<file path="src/rtl/atu_pkg.sv">
// atu_pkg: shared types for the ATU sequencing and arbitration front-end
package atu_pkg;
    localparam int ATU_ROW_IDX_W = 8;
    typedef enum logic [1:0] {UNINIT, INIT, READY, PIVOT_WAIT} atu_ctrl_st_e;
    typedef struct packed {
        logic [ATU_ROW_IDX_W-1:0] i;
        logic [ATU_ROW_IDX_W-1:0] j;
    } piv_req_t;
endpackage

</file>
<file path="src/rtl/atu_pivot_fifo.sv">
// atu_pivot_fifo: synchronous FIFO buffering pivot swap requests ahead of the ATU
module atu_pivot_fifo
    import atu_pkg::*;
#(
    parameter int DEPTH = 4,
    parameter type T = piv_req_t,
    localparam int AW = $clog2(DEPTH),
    localparam int CW = $clog2(DEPTH + 1)
) (
    input  logic          clk,
    input  logic          rst_n,
    input  logic          push,
    input  logic          pop,
    input  T              din,
    output T              dout,
    output logic          full,
    output logic          empty,
    output logic [CW-1:0] count
);
    T mem [DEPTH];
    logic [AW-1:0] wr_ptr, rd_ptr;
    logic do_push, do_pop;
    assign do_pop = pop && !empty;
    assign do_push = push && (!full || do_pop);
    assign full = count == CW'(DEPTH);
    assign empty = count == '0;
    assign dout = mem[rd_ptr];
    // pointers wrap naturally because DEPTH is a power of two
    always_ff @(posedge clk or negedge rst_n)
        if (!rst_n) begin
            wr_ptr <= '0;
            rd_ptr <= '0;
            count <= '0;
        end else begin
            if (do_push) wr_ptr <= wr_ptr + 1'b1;
            if (do_pop) rd_ptr <= rd_ptr + 1'b1;
            count <= count + CW'(do_push) - CW'(do_pop);
        end
    always_ff @(posedge clk)
        if (do_push) mem[wr_ptr] <= din;
endmodule

</file>
<file path="src/rtl/atu_ctrl.sv">
// atu_ctrl: ATU init sequencing, buffered pivot issue and round-robin query arbitration
module atu_ctrl
    import atu_pkg::*;
#(
    parameter int ROW_IDX_W = ATU_ROW_IDX_W,
    parameter int NUM_Q = 2,
    parameter int PF_DEPTH = 4,
    parameter int CNT_W = 16
) (
    input  logic                       clk,
    input  logic                       rst_n,
    input  logic                       start,
    output logic                       ctrl_ready,
    output logic                       busy,
    input  logic                       piv_valid,
    input  logic [ROW_IDX_W-1:0]       piv_row_i,
    input  logic [ROW_IDX_W-1:0]       piv_row_j,
    output logic                       piv_ready,
    output logic [CNT_W-1:0]           piv_count,
    input  logic [NUM_Q-1:0]           q_valid,
    input  logic [NUM_Q*ROW_IDX_W-1:0] q_row,
    output logic [NUM_Q-1:0]           q_ready,
    output logic [NUM_Q-1:0]           resp_valid,
    output logic [ROW_IDX_W-1:0]       resp_row,
    output logic                       atu_init_identity,
    input  logic                       atu_init_done,
    output logic                       atu_pivot_req_valid,
    output logic [ROW_IDX_W-1:0]       atu_pivot_row_i,
    output logic [ROW_IDX_W-1:0]       atu_pivot_row_j,
    input  logic                       atu_pivot_req_ready,
    input  logic                       atu_pivot_done,
    output logic                       atu_q_req_valid,
    output logic [ROW_IDX_W-1:0]       atu_q_req_row,
    input  logic                       atu_q_resp_valid,
    input  logic [ROW_IDX_W-1:0]       atu_q_resp_row
);
    localparam int QW = $clog2(NUM_Q);
    typedef struct packed {
        logic [ROW_IDX_W-1:0] i;
        logic [ROW_IDX_W-1:0] j;
    } req_t;
    atu_ctrl_st_e st;
    req_t head;
    logic full, empty, issue, skip, found, grant;
    logic [QW-1:0] rr_ptr, gidx, owner;
    logic [$clog2(PF_DEPTH+1)-1:0] fifo_count;
    atu_pivot_fifo #(.DEPTH(PF_DEPTH), .T(req_t)) u_fifo (
        .clk(clk),
        .rst_n(rst_n),
        .push(piv_valid && piv_ready),
        .pop(issue || skip),
        .din(req_t'{i: piv_row_i, j: piv_row_j}),
        .dout(head),
        .full(full),
        .empty(empty),
        .count(fifo_count)
    );
    assign piv_ready = !full && st != UNINIT;
    assign ctrl_ready = st == READY;
    assign busy = st == INIT || st == PIVOT_WAIT || fifo_count != '0;
    // degenerate i==j swaps retire locally without touching the ATU
    assign issue = st == READY && !empty && head.i != head.j && atu_pivot_req_ready;
    assign skip = st == READY && !empty && head.i == head.j;
    assign atu_pivot_req_valid = issue;
    assign atu_pivot_row_i = issue ? head.i : '0;
    assign atu_pivot_row_j = issue ? head.j : '0;
    always_comb begin
        found = 1'b0;
        gidx = '0;
        for (int o = 0; o < NUM_Q; o++)
            if (!found && q_valid[QW'((int'(rr_ptr) + o) % NUM_Q)]) begin
                found = 1'b1;
                gidx = QW'((int'(rr_ptr) + o) % NUM_Q);
            end
    end
    // queries wait for the pivot queue to drain so they never see a half-applied batch
    assign grant = st == READY && empty && found;
    assign q_ready = grant ? NUM_Q'(1) << gidx : '0;
    assign atu_q_req_valid = grant;
    assign atu_q_req_row = q_row[int'(gidx) * ROW_IDX_W +: ROW_IDX_W];
    assign resp_valid = atu_q_resp_valid ? NUM_Q'(1) << owner : '0;
    assign resp_row = atu_q_resp_row;
    always_ff @(posedge clk or negedge rst_n)
        if (!rst_n) begin
            st <= UNINIT;
            atu_init_identity <= 1'b0;
            piv_count <= '0;
            rr_ptr <= '0;
            owner <= '0;
        end else begin
            if (grant) begin
                owner <= gidx;
                rr_ptr <= (int'(gidx) == NUM_Q - 1) ? '0 : gidx + 1'b1;
            end
            case (st)
                UNINIT:
                    if (start) begin
                        st <= INIT;
                        atu_init_identity <= 1'b1;
                    end
                INIT:
                    if (atu_init_done) begin
                        st <= READY;
                        atu_init_identity <= 1'b0;
                        piv_count <= '0;
                    end
                READY: begin
                    if (start && empty) begin
                        st <= INIT;
                        atu_init_identity <= 1'b1;
                    end else if (issue) st <= PIVOT_WAIT;
                    if (skip) piv_count <= piv_count + 1'b1;
                end
                PIVOT_WAIT:
                    if (atu_pivot_done) begin
                        st <= READY;
                        piv_count <= piv_count + 1'b1;
                    end
                default: st <= UNINIT;
            endcase
        end
endmodule

</file>
<file path="config.mk">
export PLATFORM = sky130hd
export DESIGN_NAME = atu_ctrl
export DESIGN_NICKNAME = d
export VERILOG_FILES = /design/src/rtl/atu_pkg.sv /design/src/rtl/atu_pivot_fifo.sv /design/src/rtl/atu_ctrl.sv
export SDC_FILE = /design/constraint.sdc
export NUM_CORES = 1
export LEC_CHECK = 0
export CAP_MARGIN = 20
export CORE_MARGIN = 2
export CORE_UTILIZATION = 45
export CTS_CLUSTER_SIZE = 8
export DETAILED_ROUTE_END_ITERATION = 6
export GPL_TIMING_DRIVEN = 0
export PLACE_DENSITY_LB_ADDON = 0.15
export SYNTH_ARGS = -nofsm -noshare
export SYNTH_HDL_FRONTEND = slang
export SYNTH_HIERARCHICAL = 1
export SYNTH_SLANG_ARGS = --single-unit
</file>
<file path="constraint.sdc">
create_clock -name clk -period 3.5 [get_ports clk]
set_input_delay 1.05 -clock clk [delete_from_list [all_inputs] [get_ports clk]]
set_output_delay 1.05 -clock clk [all_outputs]
set_load 0.005 [all_outputs]
</file>
==> flow_summary.toml, run 1 <==
[status]
status = "finished with violations"
violations = "negative setup slack"

[logic_synthesis]
syn_nets = 377
synth_cell_types = 46
synth-edff-count = 64
synth_area_leader_cell = "edfxtp_1"
synth_area_um2 = 4400
postSynth.asyncResetShare = 0.304
synth_common_cells = "64 x edfxtp_1, 28 x dfrtp_1, 24 x and2_1"
synth.avg_cell_area_um2 = 13.8
yosysMostFrequentCell = "edfxtp_1"
synth_ff_type = "edfxtp_1"
syn-instance-count = 320
ys_ff_latch = 92
yosysSeqAreaShare = 0.596
synth_top_area_frac = 0.437
synth_warnings = 6
ys_top_cells_by_area = "edfxtp_1 44%, dfrtp_1 16%, mux4_2 8.2%"

[global_routing]
grt_pass1_wl_um = 15000
grt_max_degree = 17
grt_overflow_total = 0
globalRouteTotalUtil = 0.191
grt_pass1_vias = 2978
antenna_found_initial = 0

[floorplan]
start_util = 0.457
die-area_um2 = 10600
fp.coreArea_um2 = 9640
fp.dieW_um = 103
die_h_um = 103
row_count = 36
io_pins = 108

[sta]
post-route-min-period_ns = 3.99
fmax_ghz = 0.251
fin_setup_tns_ns = -7.29
fin_crit_sh = 1.14
worstMarginPinSlew_ns = 0.809
fin_skew_ns = 0.00956
finalSetupViolations = 19
final-max-slew-violation-count = 0
fin_ws_ns = -0.491
grt_setup_unrepaired = "yes"
hold_viol_final = 0
slew_headroom = 0.459

[place]
place_congestion = 0.875
dp_hpwl_um = 6710
port_buffers = 98
place_ws_ns = -0.779

[detailed_routing]
dr.first_iter.drc_count = 160
antenna_left = 0
vias = 3083
dr.pass1.iters = 4
drc = 0
wl_um = 10300
detail_route.vias_per_cell = 5.16
wl_per_cell_um = 17.2

[pwr]
power_density_nw_per_um2 = 716
power_leakage_nw = 2.39
max-vdd-ir-drop_mv = 0.386

[cts]
clkTransAtPathRegs_ns = 0.08
postCtsHoldBufs = 0
cts_buffers = 9
htree_levels = 3
tritoncts = "yes"
clock_latency_ns = 0.35
cts-root-buf = "clkbuf_8"
ctsLongestPathBuffers = 2
cts_sinks = 92

[layout]
nNetsFinal = 517
n_antenna_cell = 0
drive_gt1_frac = 0.299
fill_cells = 762
syn_to_final_growth_pct = 40.5

[setup_path]
cp-end-kind = "output pin"
criticalPathCategory = "reg2out"
cp.required_ns = 2.45
cp_max_fo = 6
cp_data_arrival_time_ns = 2.94
worst_setup_path_start_kind = "flip-flop"

[flow_run]
cap_violations = 0

[min_path]
min_path_type = "reg2reg"
## critical path, cell delays in order, from the launching register on
cell and delay [ns]:
dfrtp_1 0.39, buf_12 0.13, buf_12 0.12, buf_6 0.10, mux4_2 0.53, xor2_2 0.21, nor4_2 0.34, nand2_1 0.12
nand3_2 0.11, inv_4 0.04, buf_8 0.12, buf_6 0.12, and2_4 0.14, buf_6 0.11
## worst paths after layout
path | startpoint | to | slack [ns] | cells after the start
max reg2reg | u_fifo/rd_ptr[0] | u_fifo/count[2] | -0.17 | 17
max in group asynchronous | rst_n | u_fifo/count[2] | 1.79 | 2
max | u_fifo/rd_ptr[0] | atu_pivot_row_j[2] | -0.49 | 13
min | owner | owner | 0.52 | 1
min in group asynchronous | rst_n | piv_count[6] | 1.16 | 1
min reg2reg | owner | owner | 0.52 | 1
## layout make-up
class	count	area, um^2	area share
sequential	92	2620	0.424
clock inverter	5	36.3	0.00587
tap	133	166	0.0269
clock buffer	11	131	0.0212
timing repair buffer	125	1250	0.203
inverter	11	43.8	0.00708
multi-input combinational	204	1780	0.288
buffer	17	150	0.0243
## power by group
part	total, mW	switching, mW	internal (mW)
Combinational	2.25	1.05	1.20
Sequential	1.56	0.136	1.42
Clock	0.625	0.365	0.260
Total	4.43	1.55	2.88
## registers in the layout (all words and copies together) (netlist names)
register	cells
atu_init_identity	1
u_fifo/wr_ptr	2
u_fifo/count	3
rr_ptr	1
st	2
u_fifo/rd_ptr	2
u_fifo/mem	64
piv_count	16
owner	1
## cells in the final DEF, fill, tap and decap left out, drive strengths merged, types with 2 or more instances in the layout
master / count
a21boi: 3
a21o: 2
a21oi: 20
and2: 28
and4: 2
buf: 59
clkbuf: 13
clkdlybuf4s50: 80
clkinvlp: 3
dfrtp: 28
edfxtp: 64
ha: 6
inv: 12
mux2: 9
mux2i: 12
mux4: 16
nand2: 23
nand2b: 13
nand3: 11
nand4: 6
nor2: 14
nor3: 3
nor4: 4
o21ai: 2
o31ai: 2
or2: 3
or3: 2
xnor2: 5
xor2: 9
## routing by layer
metal	global-route usage	vias up	routed length, um
met1	0.253	1469	4270
li1	-	1448	-
met5	0	-	0
met4	0.0648	0	275
met2	0.319	141	4960
met3	0.0332	25	812
## repair_timing
item                       in CTS  in global routing
resized for setup             123                 14
pin swaps                      14                  9
setup endpoints to repair      91                 84
cloned                          0                  4
setup buffers                  11                 15
## per-stage QoR
| stage | util | total power [mW] | instance area, um^2 | cells | hold WS [ns] |
|---|---|---|---|---|---|
| after floorplan | - | 2.60 | 4400 | 320 | 0.465 |
| after global placement | 0.576 | 3.17 | 5550 | 551 | 0.480 |
| after detailed placement | 0.578 | 3.21 | 5580 | 552 | 0.506 |
| after CTS | 0.620 | 4.14 | 5970 | 579 | 0.527 |
| after global routing | 0.642 | 4.68 | 6180 | 598 | 0.554 |
| final | 0.642 | 4.43 | 6180 | 598 | 0.516 |
## cell families (layout without fill, tap and decap cells)
family	after synthesis	after routing	share of synthesized area
compound gates	33	33	0.0466
flops	92	92	0.596
fa+ha+maj	7	7	0.0216
buf+inv	28	169	0.0353
xor+xnor	14	14	0.0279
mux	37	37	0.133
simple gates	109	113	0.140
Power figures use the tool's default switching activity.
==> inputs of run 2 (changes only) <==
SYNTH_HIERARCHICAL = default   (was 1)
==> flow_summary.toml, run 2 <==
[pwr]
combPwrFrac = 0.463
max-vdd-ir-drop_mv = 0.321
power_density_nw_per_um2 = 698
power_leakage_nw = 2.29
share_seq_of_total_power = 0.368
p_sw_frac = 0.342
switching_power_mw = 1.44
p_int_mw = 2.77
clkPwrFrac = 0.169
total_power_mw = 4.21

[global_routing]
grt_pass1_wl_um = 14400
antenna_found_initial = 0
grt_max_degree = 21
grt_overflow_total = 0
globalRouteTotalUtil = 0.184
grt_pass1_vias = 2841

[logic_synthesis]
synth_fa_ha_area_frac = 0.0220
synth_common_cells = "64 x edfxtp_1, 28 x dfrtp_1, 20 x a21oi_1"
synth_area_leader_cell = "edfxtp_1"
synth_warnings = 0
synthMuxAreaShare = 0.119
yosysMostFrequentCell = "edfxtp_1"
synth_top_area_frac = 0.446
synth_area_um2 = 4310
synth_cell_types = 40
syn-instance-count = 303
ys_ff_latch = 92
syn_nets = 360
synth_compound_area_frac = 0.0551
synth_top_family_by_area = "simple AND/OR/NAND/NOR gates"
synth.avg_cell_area_um2 = 14.2
yosysSeqAreaShare = 0.608
synth-xor-area-share = 0.0305
postSynth.asyncResetShare = 0.304
synth-simple-area-share = 0.124
synth-edff-count = 64
synth_ff_type = "edfxtp_1"
ys_top_cells_by_area = "edfxtp_1 45%, dfrtp_1 16%, mux4_2 5.2%"

[sta]
finalSetupViolations = 17
hold_viol_final = 0
fin_skew_ns = 0.0169
fin_ws_ns = -0.499
slew_headroom = 0.403
fin_setup_tns_ns = -6.80
post-route-min-period_ns = 4.00
worstMarginPinSlew_ns = 0.896
fmax_ghz = 0.250
final-max-slew-violation-count = 0
fin_crit_sh = 1.14
grt_setup_unrepaired = "yes"

[setup_path]
slowest_delay_ns = 0.55
cp_max_fo = 5
worst_setup_path_start_kind = "flip-flop"
critical_path.cell_chain = "buf_8 > buf_6 > buf_12 > mux4_2 > xor2_2 > nor4_4 > nand2_1 > and3_4 > buf_6 > buf_6 > and2_4 > buf_6"
criticalPathCategory = "reg2out"
worst-path-buf-inv = 6
crit_family = "simple AND/OR/NAND/NOR gates"
cp-end-kind = "output pin"
cp_data_arrival_time_ns = 2.95
worst_path_most_repeated_cell = "buf_6"
cp.required_ns = 2.45
cpMaxStageDelayCell = "mux4_2"

[place]
port_buffers = 98
dp.cells = 531
dp_hpwl_um = 6160
place_congestion = 0.761
placed_area_um2 = 5480

[layout]
drive_gt1_frac = 0.289
final_area_um2 = 6030
nNetsFinal = 492
max_flop_register = "u_fifo.mem"
layout_commonest_cell = "clkdlybuf4s50_1"
layout.cells.non_filler = 569
largest_register_ffs = 64
n_antenna_cell = 0
mostFrequentLayoutCells = "79 x clkdlybuf4s50_1, 64 x edfxtp_1, 28 x buf_6, 28 x dfrtp_1, 22 x buf_4"
fill_cells = 721
top_regs = "u_fifo.mem x64, piv_count x16, u_fifo.count x3"
syn_to_final_growth_pct = 39.9

[detailed_routing]
wl_um = 9120
wl_per_cell_um = 16.0
vias = 2864
antenna_left = 0
drc = 0
dr.first_iter.drc_count = 108
dr.pass1.iters = 4
detail_route.vias_per_cell = 5.03

[cts]
clock_latency_ns = 0.36
htree_levels = 3
clkTransAtPathRegs_ns = 0.10
ctsLongestPathBuffers = 2
tritoncts = "yes"
cts_sinks = 92
cts_buffers = 9
cts-root-buf = "clkbuf_8"
postCtsHoldBufs = 0

[status]
violations = "negative setup slack"
status = "finished with violations"

[floorplan]
start_util = 0.465
row_count = 35
fp.dieW_um = 102
fp.coreArea_um2 = 9280
io_pins = 108
die-area_um2 = 10400
die_h_um = 102

[flow_run]
cap_violations = 0

[min_path]
min_path_type = "reg2reg"
-- run 2: cell count changes in the layout (fill, tap and decap cells not counted), moves of 4 or more --
cell      previous run  this run
nand4_1              6         2
buf_6               17        28
buf_4               27        22
nor2_1              14         6
mux2i_1             12         3
and3_1               0         8
and2_1               8         4
or3_1                2         7
nor2b_1              1         6
o21ai_0              2        13
nand2_1             22        18
and2_4              19        15
nand2b_1            12         7
-- run 2: cells by family after synthesis --
kind of cell | after synthesis
DFF | 92
and+or+nand+nor | 91
AOI/OAI and AO/OA | 41
buffers and inverters | 29
muxes | 28
xor gates and xnor gates | 15
adders and majority gates | 7
-- run 2: worst paths after layout --
kind                       slack (ns)             start                  to  depth (start not counted)
min in group asynchronous        1.07             rst_n     u_fifo.count[2]                          1
max in group asynchronous        1.93             rst_n               st[1]                          2
setup / recovery                -0.50  u_fifo.rd_ptr[0]  atu_pivot_row_i[4]                         12
hold reg to reg                  0.52   u_fifo.count[2]     u_fifo.count[2]                          1
setup reg to reg                 0.03  u_fifo.rd_ptr[0]     u_fifo.count[2]                         16
hold / removal                   0.52   u_fifo.count[2]     u_fifo.count[2]                          1
-- run 2: power groups by stage --
stage | registers, mW | clock network, mW | logic [mW]
floorplan | 1.54 | 0 | 1.02
global placement | 1.55 | 0 | 1.56
detailed placement | 1.56 | 0 | 1.58
CTS | 1.55 | 0.734 | 1.86
global route | 1.58 | 0.784 | 2.13
finish | 1.55 | 0.710 | 1.95
-- run 2: area by class of cell --
cell class	instances	area, um^2	area share
Sequential cell	92	2620	0.435
Multi-Input combinational cell	182	1610	0.267
Timing Repair Buffer	123	1270	0.210
Tap cell	129	161	0.0267
Buffer	18	130	0.0216
Clock buffer	9	124	0.0205
Clock inverter	7	86.3	0.0143
Inverter	9	33.8	0.00560
-- run 2: routing by layer --
layer | GRT usage | vias up | share of wire
met3 | 0.0390 | 11 | 0.039
li1 | - | 1380 | -
met1 | 0.247 | 1406 | 0.44
met4 | 0.0574 | 0 | 0.011
met2 | 0.304 | 67 | 0.51
met5 | 0 | - | 0
-- run 2: repair_timing --
item                       4_1_cts  5_1_grt
setup endpoints to repair       27       22
hold endpoints to repair         0        0
gates cloned                     2        0
buffers inserted                21        8
pin swaps                       20        9
resized for setup              108       28
-- run 2: through the flow --
step / utilization / hold slack [ns] / setup slack [ns]
detailed placement: 0.591 / 0.485 / -0.774
global route: 0.650 / 0.533 / -0.594
global placement: 0.588 / 0.486 / -0.750
CTS: 0.641 / 0.497 / -0.511
finish: 0.650 / 0.519 / -0.499
floorplan: - / 0.468 / 0.105
